$ cat src/rtl/fetch_queue_unit.sv
// Instruction-fetch front end: fetch PC, single-outstanding imem requests,
// DEPTH-entry prefetch queue toward decode, and redirect/flush handling.
module fetch_queue_unit #(
  parameter int unsigned AW           = 32,
  parameter int unsigned DEPTH        = 4,
  parameter logic [31:0] RESET_VECTOR = 32'h0000_0000,
  parameter logic [31:0] EXC_VECTOR   = 32'h8000_0080
) (
  input  logic          clk,
  input  logic          rst,
  output logic          imem_req,
  output logic [AW-1:0] imem_addr,
  input  logic          imem_gnt,
  input  logic          imem_rvalid,
  input  logic [31:0]   imem_rdata,
  output logic          if_valid,
  input  logic          if_ready,
  output logic [31:0]   if_instr,
  output logic [AW-1:0] if_pc,
  input  logic [AW-1:0] br_pc,
  input  logic          eret,
  input  logic          exception,
  input  logic          jr,
  input  logic          jmp,
  input  logic          branch,
  input  logic          z,
  input  logic [AW-1:0] epc,
  input  logic [AW-1:0] ra,
  input  logic [25:0]   target,
  input  logic [15:0]   imm
);

  localparam int unsigned PW = (DEPTH > 1) ? $clog2(DEPTH) : 1;
  localparam int unsigned CW = PW + 1;

  logic [AW-1:0] fpc;
  logic [AW-1:0] req_pc;
  logic          outstanding;
  logic          discard;

  logic [AW-1:0] q_pc    [DEPTH];
  logic [31:0]   q_instr [DEPTH];
  logic [PW-1:0] head;
  logic [PW-1:0] tail;
  logic [CW-1:0] count;

  logic          redirect_c;
  logic [AW-1:0] redirect_pc_c;
  logic [AW-1:0] raw_target_c;
  logic [AW-1:0] jmp_target_c;
  logic [AW-1:0] br_target_c;
  logic [31:0]   br_offset_c;
  logic          fire_c;
  logic          accept_c;
  logic          push_c;
  logic          pop_c;

  // Redirect detection and target selection, highest priority first
  always_comb begin
    redirect_c    = eret | exception | jr | jmp | (branch & ~z);
    br_offset_c   = {{14{imm[15]}}, imm, 2'b00};
    br_target_c   = br_pc + AW'(32'd4) + AW'(br_offset_c);
    jmp_target_c  = (br_pc & AW'(32'hF000_0000)) | AW'({target, 2'b00});
    raw_target_c  = br_target_c;
    if (eret)           raw_target_c = epc;
    else if (exception) raw_target_c = AW'(EXC_VECTOR);
    else if (jr)        raw_target_c = ra;
    else if (jmp)       raw_target_c = jmp_target_c;
    redirect_pc_c = raw_target_c & ~AW'(32'd3);
  end

  // Handshake qualifiers: issue, response acceptance, queue push/pop
  always_comb begin
    imem_req = ~rst & ~redirect_c & ~outstanding & ~discard & (count < CW'(DEPTH));
    fire_c   = imem_req & imem_gnt;
    accept_c = imem_rvalid & outstanding;
    push_c   = accept_c & ~discard & ~redirect_c;
    pop_c    = if_valid & if_ready & ~redirect_c;
  end

  // Queue head presentation; zeroed when empty
  always_comb begin
    imem_addr = fpc;
    if_valid  = (count != '0);
    if_instr  = if_valid ? q_instr[head] : 32'd0;
    if_pc     = if_valid ? q_pc[head] : '0;
  end

  // Fetch PC, in-flight tracking and stale-response discard flag
  always_ff @(posedge clk) begin
    if (rst) begin
      fpc         <= AW'(RESET_VECTOR);
      req_pc      <= '0;
      outstanding <= 1'b0;
      discard     <= 1'b0;
    end else begin
      if (redirect_c)  fpc <= redirect_pc_c;
      else if (fire_c) fpc <= fpc + AW'(32'd4);

      if (fire_c) begin
        req_pc      <= fpc;
        outstanding <= 1'b1;
      end else if (accept_c) begin
        outstanding <= 1'b0;
      end

      if (accept_c)                       discard <= 1'b0;
      else if (redirect_c && outstanding) discard <= 1'b1;
    end
  end

  // Queue pointers and occupancy; redirect flushes everything
  always_ff @(posedge clk) begin
    if (rst || redirect_c) begin
      head  <= '0;
      tail  <= '0;
      count <= '0;
    end else begin
      if (push_c) tail <= tail + PW'(1);
      if (pop_c)  head <= head + PW'(1);
      count <= count + CW'(push_c) - CW'(pop_c);
    end
  end

  // Queue storage, written on push only
  always_ff @(posedge clk) begin
    if (push_c) begin
      q_pc[tail]    <= req_pc;
      q_instr[tail] <= imem_rdata;
    end
  end

endmodule

$ cat config.mk
export PLATFORM = sky130hd
export DESIGN_NAME = fetch_queue_unit
export DESIGN_NICKNAME = d
export VERILOG_FILES = /design/src/rtl/fetch_queue_unit.sv
export SDC_FILE = /design/constraint.sdc
export NUM_CORES = 1
export LEC_CHECK = 0
export ABC_AREA = 1
export BUFFER_PORTS_ARGS = -buffer_cell sky130_fd_sc_hd__buf_2
export CELL_PAD_IN_SITES_DETAIL_PLACEMENT = 1
export CELL_PAD_IN_SITES_GLOBAL_PLACEMENT = 2
export CORE_AREA = 2 2 205 227
export DETAILED_ROUTE_END_ITERATION = 10
export DIE_AREA = 0 0 207 229
export PLACE_DENSITY = 0.93
export SLEW_MARGIN = 10
export SYNTH_ARGS = -nofsm -noshare
export SYNTH_HDL_FRONTEND = slang
export SYNTH_SLANG_ARGS = --single-unit
export TNS_END_PERCENT = 20
$ cat constraint.sdc
create_clock -name clk -period 6.25 [get_ports clk]
set_input_delay 0 -clock clk [delete_from_list [all_inputs] [get_ports clk]]
set_output_delay 0 -clock clk [all_outputs]
set_load 0.005 [all_outputs]
==> results of run 1 <==
==> critical path: cells and delay by family <==
| family | cells | cell delay, ns |
|---|---|---|
| buf+inv | 4 | 1.94 |
| simple gates | 5 | 1.85 |
| compound gates | 3 | 0.55 |
==> registers in the layout, indices dropped and copies added (netlist names), named ones only <==
signal	cells
q_instr	128
head	2
req_pc	30
tail	2
imem_addr	30
count	3
discard	1
outstanding	1
q_pc	120
==> per-stage QoR <==
step | utilization | cells
final | 0.446 | 2835
after detailed placement | 0.406 | 2697
after floorplan | - | 1925
after global placement | 0.406 | 2697
after CTS | 0.446 | 2835
after global routing | 0.446 | 2835
==> per-layer routing <==
metal | wire, um | track usage | up-vias
met2 | 29300 | 0.436 | 344
met1 | 23600 | 0.282 | 7160
li1 | - | - | 7058
met5 | 0 | 0 | -
met4 | 1200 | 0.0598 | 0
met3 | 1960 | 0.0182 | 66
==> cell families (layout without fill, tap and decap cells) <==
| family | Yosys count | in the layout | share of synthesized area |
|---|---|---|---|
| xor+xnor | 27 | 27 | 0.0143 |
| fa+ha+maj | 66 | 66 | 0.0508 |
| buf+inv | 249 | 571 | 0.0606 |
| compound gates | 397 | 397 | 0.125 |
| flops | 319 | 319 | 0.536 |
| simple gates | 863 | 863 | 0.213 |
| other cells | 1 | 4 | 0.000226 |
==> how the worst max path moves through the flow <==
stage	endpoint	from	slack (ns)
2_1_floorplan	q_instr[0][0]$_DFFE_PP_	outstanding$_SDFFE_PP0P_	2.36
6_report	imem_addr[15]$_SDFFE_PP0P_	jr	2.31
5_1_grt	imem_addr[15]$_SDFFE_PP0P_	jr	1.94
3_3_place_gp	q_pc[3][24]$_DFFE_PP_	jr	2.04
4_1_cts	imem_addr[15]$_SDFFE_PP0P_	jr	2.26
3_5_place_dp	q_pc[0][22]$_DFFE_PP_	jr	1.93
==> final cells by class <==
class                           count  area [um2]
Inverter                          154         583
Multi-Input combinational cell   1357        6730
Tap cell                          588         736
Clock inverter                     21         181
Timing Repair Buffer              364        2270
Fill cell                        5352       25000
Clock buffer                       32         737
Sequential cell                   319        8870
==> power breakdown <==
| group | switching, W | leakage (nW) | internal (W) |
|---|---|---|---|
| registers | 0.0000351 | 2.58 | 0.00228 |
| logic | 0.000340 | 5.31 | 0.000224 |
| clock network | 0.000764 | 0.447 | 0.000972 |
| total | 0.00114 | 8.34 | 0.00348 |
==> Yosys cell counts, types with 2 or more instances <==
| cell type | instances | share of area |
|---|---|---|
| nor2_1 | 378 | 0.086 |
| nand2_1 | 360 | 0.082 |
| edfxtp_1 | 248 | 0.45 |
| o21ai_0 | 192 | 0.058 |
| a21oi_1 | 162 | 0.049 |
| inv_1 | 145 | 0.033 |
| dfxtp_1 | 71 | 0.086 |
| clkbuf_1 | 67 | 0.015 |
| ha_1 | 64 | 0.048 |
| nand3_1 | 60 | 0.018 |
| nor3_1 | 19 | 0.0057 |
| nand4_1 | 18 | 0.0068 |
| o211ai_1 | 17 | 0.0077 |
| xnor2_1 | 17 | 0.0090 |
| o21ai_1 | 10 | 0.0030 |
| xor2_1 | 10 | 0.0053 |
| buf_2 | 9 | 0.0027 |
| buf_1 | 8 | 0.0018 |
| buf_4 | 8 | 0.0036 |
| inv_2 | 7 | 0.0016 |
| a31oi_1 | 5 | 0.0019 |
| nand2_2 | 5 | 0.0019 |
| buf_6 | 3 | 0.0020 |
| nand3b_1 | 3 | 0.0014 |
| nor2_4 | 3 | 0.0020 |
| nor3_2 | 3 | 0.0018 |
| or2_2 | 3 | 0.0011 |
| fa_1 | 2 | 0.0024 |
| nor2_2 | 2 | 0.00076 |
| nor4_1 | 2 | 0.00076 |
| nor4_2 | 2 | 0.0015 |
| o2111ai_1 | 2 | 0.0011 |
==> timing repair <==
| action | CTS | global route |
|---|---|---|
| hold endpoints to repair | 178 | 0 |
| hold buffers | 85 | 0 |
| resized for setup | 0 | 0 |
| setup endpoints to repair | 0 | 0 |
==> metrics.txt, run 1 <==
outcome complete, but fails checks; violations in the final reports hold timing; total clock sinks approximately 320; period utilization 0.631; H-tree depth 1; CTS root buf clkbuf_16; placed cell area approximately 0.018 mm2; R2R Setup Slk ~3.0 ns; Pre-antenna DRT Iters 4; Setup Skew between 0.007 and 0.008 ns; CP Class input pin to flip-flop; final hold vios 1; share of cells above drive strength 1 0.160; Initial Utilization 0.367; RSZ-0062 raised after global routing no; VDD IR max roughly 0.18 mV; Routed Antenna Nets 0; first-pass GRT wire length roughly 87 mm; worst r2r src discard$_SDFFE_PP0P_; syn avg cell area around 8.6 um2; Final Net Count around 2.5k; cell area power density between 200 and 250 mW/mm2; Tmin final roughly 3.9 ns; total track usage 0.231; crit-path most repeated cell inv_2; Fmax achieved approximately 250 MHz; Lkg Pwr ~8.3 nW; top fanout value on the critical path slightly below 50; largest net degree at the start of global routing 87; row cnt 82; most frequent cells in the layout 374 x nor2_1, 360 x nand2_1, 268 x buf_2; Worst Hold Launch ra[5]; Slew HR 0.360; number of global-route vias before repair 15.5k; Top-Level Pins between 200 and 300; routed vias/inst between 5 and 6; DR iter-0 viols 901; Setup Buffers After CTS 0; die span in x approximately 210 um; CTS tree yes; Worst Hold Class input pin to flip-flop; gp weighted congestion just under 0.9; Routed WL per cell ~20 um; Cell variety after synth 49; Yosys reg bits approximately 320; Post-synth EDFFs about 250; register area share after synthesis 0.536; CP startpoint kind input pin; initial antenna violation count 0; Tot Pwr about 0.0046 W; Port-buffer cells 268; CP arrival around 4.4 ns; Worst-Skew Late Latency roughly 0.55 ns; dominant synthesized flop cell edfxtp_1; Worst Hold End imem_addr[5]$_SDFFE_PP0P_; Via Count between 10k and 15k; worst r2r path cells 10; Critical Path Max Stage Delay about 0.66 ns; drt total wl 56.0 mm; Clock Tree Buf Depth 3; Final setup violation count 0; commonest non-fill, non-tap cell in the layout nor2_1; CTS Buf Count 29; post-route cell area between 0.02 and 0.025 mm2; Crit Reg-Reg Endpoint imem_addr[15]$_SDFFE_PP0P_; Slowest cell on crit path nand4_4; Reg clk slew, reported paths 0.06 ns; Critical Path, Cell by Cell buf_2 > inv_2 > nand4_4 > nor2_4 > nand2_2 > nor2_8 > inv_2 > o21ai_0 > nand2_1 > o21ai_1 > a21oi_1 > dlygate4sd3_1; Die ar. between 0.04 and 0.05 mm2; Mapped Area roughly 0.017 mm2; Fin Hold WS -0.00225 ns; GR Overflow Total 0; P&R area growth vs syn 21.5%; max-cap viol count 0; Final WS setup roughly 2.3 ns; hold path depth 5; die height about 230 um; # DRC 0; dpl ws between 1.5 and 2 ns; critical path capture point type flip-flop; async set or reset register ratio after synthesis 0; setup TNS 0 ns; CP required 6.69 ns; post-DP HPWL just under 40 mm; YS warnings 0; Post-Syn Instances around 1.9k; core box area 0.0451 mm2; worst-margin pin slew around 0.96 ns; Final Max Slew Viols 0; Diodes inserted 0
Note: power is estimated with default switching activity, not from simulation.
==> run 2: changes to the inputs <==
--- a/config.mk
+++ b/config.mk
@@ -9,10 +9,10 @@
 export BUFFER_PORTS_ARGS = -buffer_cell sky130_fd_sc_hd__buf_2
 export CELL_PAD_IN_SITES_DETAIL_PLACEMENT = 1
 export CELL_PAD_IN_SITES_GLOBAL_PLACEMENT = 2
-export CORE_AREA = 2 2 205 227
+export CORE_AREA = 2 2 214 237
 export DETAILED_ROUTE_END_ITERATION = 10
-export DIE_AREA = 0 0 207 229
-export PLACE_DENSITY = 0.93
+export DIE_AREA = 0 0 216 239
+export PLACE_DENSITY = 0.87
 export SLEW_MARGIN = 10
 export SYNTH_ARGS = -nofsm -noshare
 export SYNTH_HDL_FRONTEND = slang
==> constraint.sdc (replaced) <==
create_clock -name clk -period 3.7 [get_ports clk]
set_input_delay 0 -clock clk [delete_from_list [all_inputs] [get_ports clk]]
set_output_delay 0 -clock clk [all_outputs]
set_load 0.005 [all_outputs]
==> run 2 against run 1 <==
Non-clock buffer count increased by 17. Sequential power increased by 69%. Flip-flop and latch count unchanged. Hold slack better by 0.025 ns. Total power increased by 72%. Register-to-register slack worse by 2.2 ns. Clock power grew 76%. Routed wire length up 3.1%. The flow now finishes without violations.
==> metrics.txt, run 2 (synthesized netlist as in run 1, its figures left out) <==
outcome completed; CP bufs+invs 5 (+1); max reg flops 128 (unchanged); cell area power density 388 mW/mm2 (+69%); Final WS setup 0.498 ns (-1.81 ns); GR Util met1 0.265 (-0.0171); row cnt 86 (+4.9%); Tmin final approximately 3.2 ns; first-pass GRT wire length 88.7 mm (+2.5%); Fin Hold WS 0.0232 ns (+0.0254 ns); Setup Skew 0.0161 ns (+0.00859 ns); commonest non-fill, non-tap cell in the layout nor2_1; total clock sinks 319 (unchanged); Lkg Pwr 8.47 nW (+1.5%); M3 GR Usage 0.0196 (+0.00136); CP required 4.14 ns (-2.55 ns); worst r2r src discard$_SDFFE_PP0P_; Top-Level Pins 279 (unchanged); Sw Share 0.244 (-0.00231); total track usage 0.220 (-0.0114); initial antenna violation count 0 (unchanged); RSZ-0062 raised after global routing no; largest registers q_instr (128), q_pc (120); final hold vios 0 (-1); post-DP HPWL 40.3 mm (+3.1%); number of cells on the critical path 14 (+2); VDD IR max 0.327 mV (+87%); placed cell area 0.0185 mm2 (+1.0%); GR Overflow Total 0 (unchanged); CTS root buf clkbuf_16; Crit Reg-Reg Endpoint imem_addr[21]$_SDFFE_PP0P_; Clock Tree Buf Depth 3 (unchanged); routed vias/inst 4.96 (-3.8%); H-tree depth 1 (unchanged); CP arrival 3.64 ns (-0.74 ns); CP startpoint kind input pin; Diodes inserted 0 (unchanged); die height 239 um (+4.4%); Worst Hold Class input pin to flip-flop; gp weighted congestion 0.909 (+1.6%); Net Sw Power 0.00194 W (+70%); dpl ws 0.981 ns (-0.946 ns); Clk pwr share 0.385 (+0.009); die span in x 216 um (+4.3%); DR iter-0 viols 762 (-15%); grt met2 use 0.420 (-0.0166); max-cap viol count 0 (unchanged); crit-path most repeated cell dlygate4sd3_1; worst-margin pin slew 1.07 ns (+0.106 ns); Final Max Slew Viols 0 (unchanged); Internal Pwr Total 0.00600 W (+73%); Critical Path Max Stage Delay 0.62 ns (-0.04 ns); Final Net Count 2490 (+0.73%); Via Count 14.5k (-0.68%); Fmax achieved around 310 MHz; Pre-antenna DRT Iters 5 (+1); Logic pwr share 0.121 (about the same); CP Class input pin to flip-flop; Final setup violation count 0 (unchanged); CP top delay family buffers and inverters; Worst-Skew Late Latency 0.56 ns (about the same); CTS tree yes; period utilization 0.865; end point of the critical path imem_addr[21]$_SDFFE_PP0P_; most frequent cells in the layout 374 x nor2_1, 360 x nand2_1, 268 x buf_2; drt total wl 57.8 mm (+3.1%); largest net degree at the start of global routing 95 (+9.2%); R2R Setup Slk 0.87 ns (-2.17 ns); top fanout value on the critical path 39 (-20%); Die ar. 0.0516 mm2 (+8.9%); P&R area growth vs syn 23.6%; share of cells above drive strength 1 0.161 (+0.00124); # DRC 0 (unchanged); CTS resizes 0 (unchanged); Reg clk slew, reported paths 0.06 ns (about the same); Port-buffer cells 268 (unchanged); Reg with most FFs q_instr; core box area 0.0495 mm2 (+9.6%); Slew HR 0.290 (-0.0705); Critical Path, Cell by Cell dlygate4sd3_1 > buf_2 > nor2_2 > dlygate4sd3_1 > nand4_4 > nor2_4 > nand2_2 > nor2_8 > inv_2 > nor2_1 > o21ai_1 > o2111ai_1 > a21oi_1 > dlygate4sd3_1; Routed WL per cell 19.7 um (-0.11%); Slowest cell on crit path dlygate4sd3_1; number of global-route vias before repair 15.8k (+1.6%); sequential share of power 0.494 (-0.008); Routed Antenna Nets 0 (unchanged); post-route cell area 0.0205 mm2 (+1.7%); CTS Buf Count 30 (+3.4%); Setup Buffers After CTS 0 (unchanged); Initial Utilization 0.335 (-0.0323); worst r2r path cells 10 (unchanged); Setup crit start exception; critical path capture point type flip-flop; GR peak layer met2
-- run 2: changes by cell type in the layout (fill, tap and decap cells not counted), moves of 2 or more --
| cell | previous run | this run |
|---|---|---|
| buf_12 | 0 | 4 |
| buf_4 | 11 | 13 |
| clkbuf_1 | 3 | 7 |
| clkbuf_16 | 29 | 31 |
| clkinvlp_2 | 2 | 0 |
| dlygate4sd3_1 | 85 | 96 |
-- run 2: power by group through the flow --
stage / logic (W) / clock network [W] / registers [W]
after CTS: 0.000972 / 0.00311 / 0.00392
final: 0.000965 / 0.00306 / 0.00392
after global placement: 0.000861 / 0 / 0.00400
after global routing: 0.00108 / 0.00324 / 0.00392
after floorplan: 0.000520 / 0 / 0.00397
after detailed placement: 0.000874 / 0 / 0.00400
-- run 2: how the worst min path moves through the flow --
stage / startpoint / end / slack, ns / cells after the start
global placement: imem_rdata[9] / q_instr[3][9]$_DFFE_PP_ / 0.21 / 1
finish: imem_gnt / req_pc[13]$_SDFFE_PP0P_ / 0.02 / 5
detailed placement: imem_rdata[15] / q_instr[1][15]$_DFFE_PP_ / 0.22 / 1
CTS: br_pc[30] / imem_addr[30]$_SDFFE_PP0P_ / 0.008 / 7
floorplan: imem_rdata[0] / q_instr[0][0]$_DFFE_PP_ / 0.1 / 0
global route: imem_gnt / req_pc[13]$_SDFFE_PP0P_ / 0.06 / 5
-- run 2: repair_timing --
| action | in CTS | in global routing |
|---|---|---|
| hold endpoints to repair | 183 | 0 |
| setup endpoints to repair | 0 | 0 |
| hold buffers | 96 | 0 |
-- run 2: tightest hold or removal path, cell delays in order --
cell	delay (ns)
buf_2	0.10
inv_1	0.13
nor2_8	0.10
nand2_1	0.12
a21oi_1	0.07
-- run 2: layout make-up --
class	count	area, um2
clock buffer	39	816
clock inverter	17	158
fill	5928	29000
inverter	154	583
multi-input combinational	1357	6730
sequential	319	8870
tap	660	826
timing repair buffer	381	2480
-- run 2: metrics by stage --
step | cells | power (W) | util | TNS (ns)
global route | 2927 | 0.00824 | 0.414 | 0
detailed placement | 2775 | 0.00487 | 0.374 | 0
floorplan | 1925 | 0.00449 | - | -46.80
CTS | 2927 | 0.00800 | 0.414 | 0
global placement | 2775 | 0.00486 | 0.374 | 0
finish | 2927 | 0.00794 | 0.414 | 0
-- run 2: metal layers --
metal,vias to the layer above,part of all wire
met3,66,0.036
met1,7055,0.42
met5,-,0
met4,0,0.019
met2,311,0.52
li1,7097,-
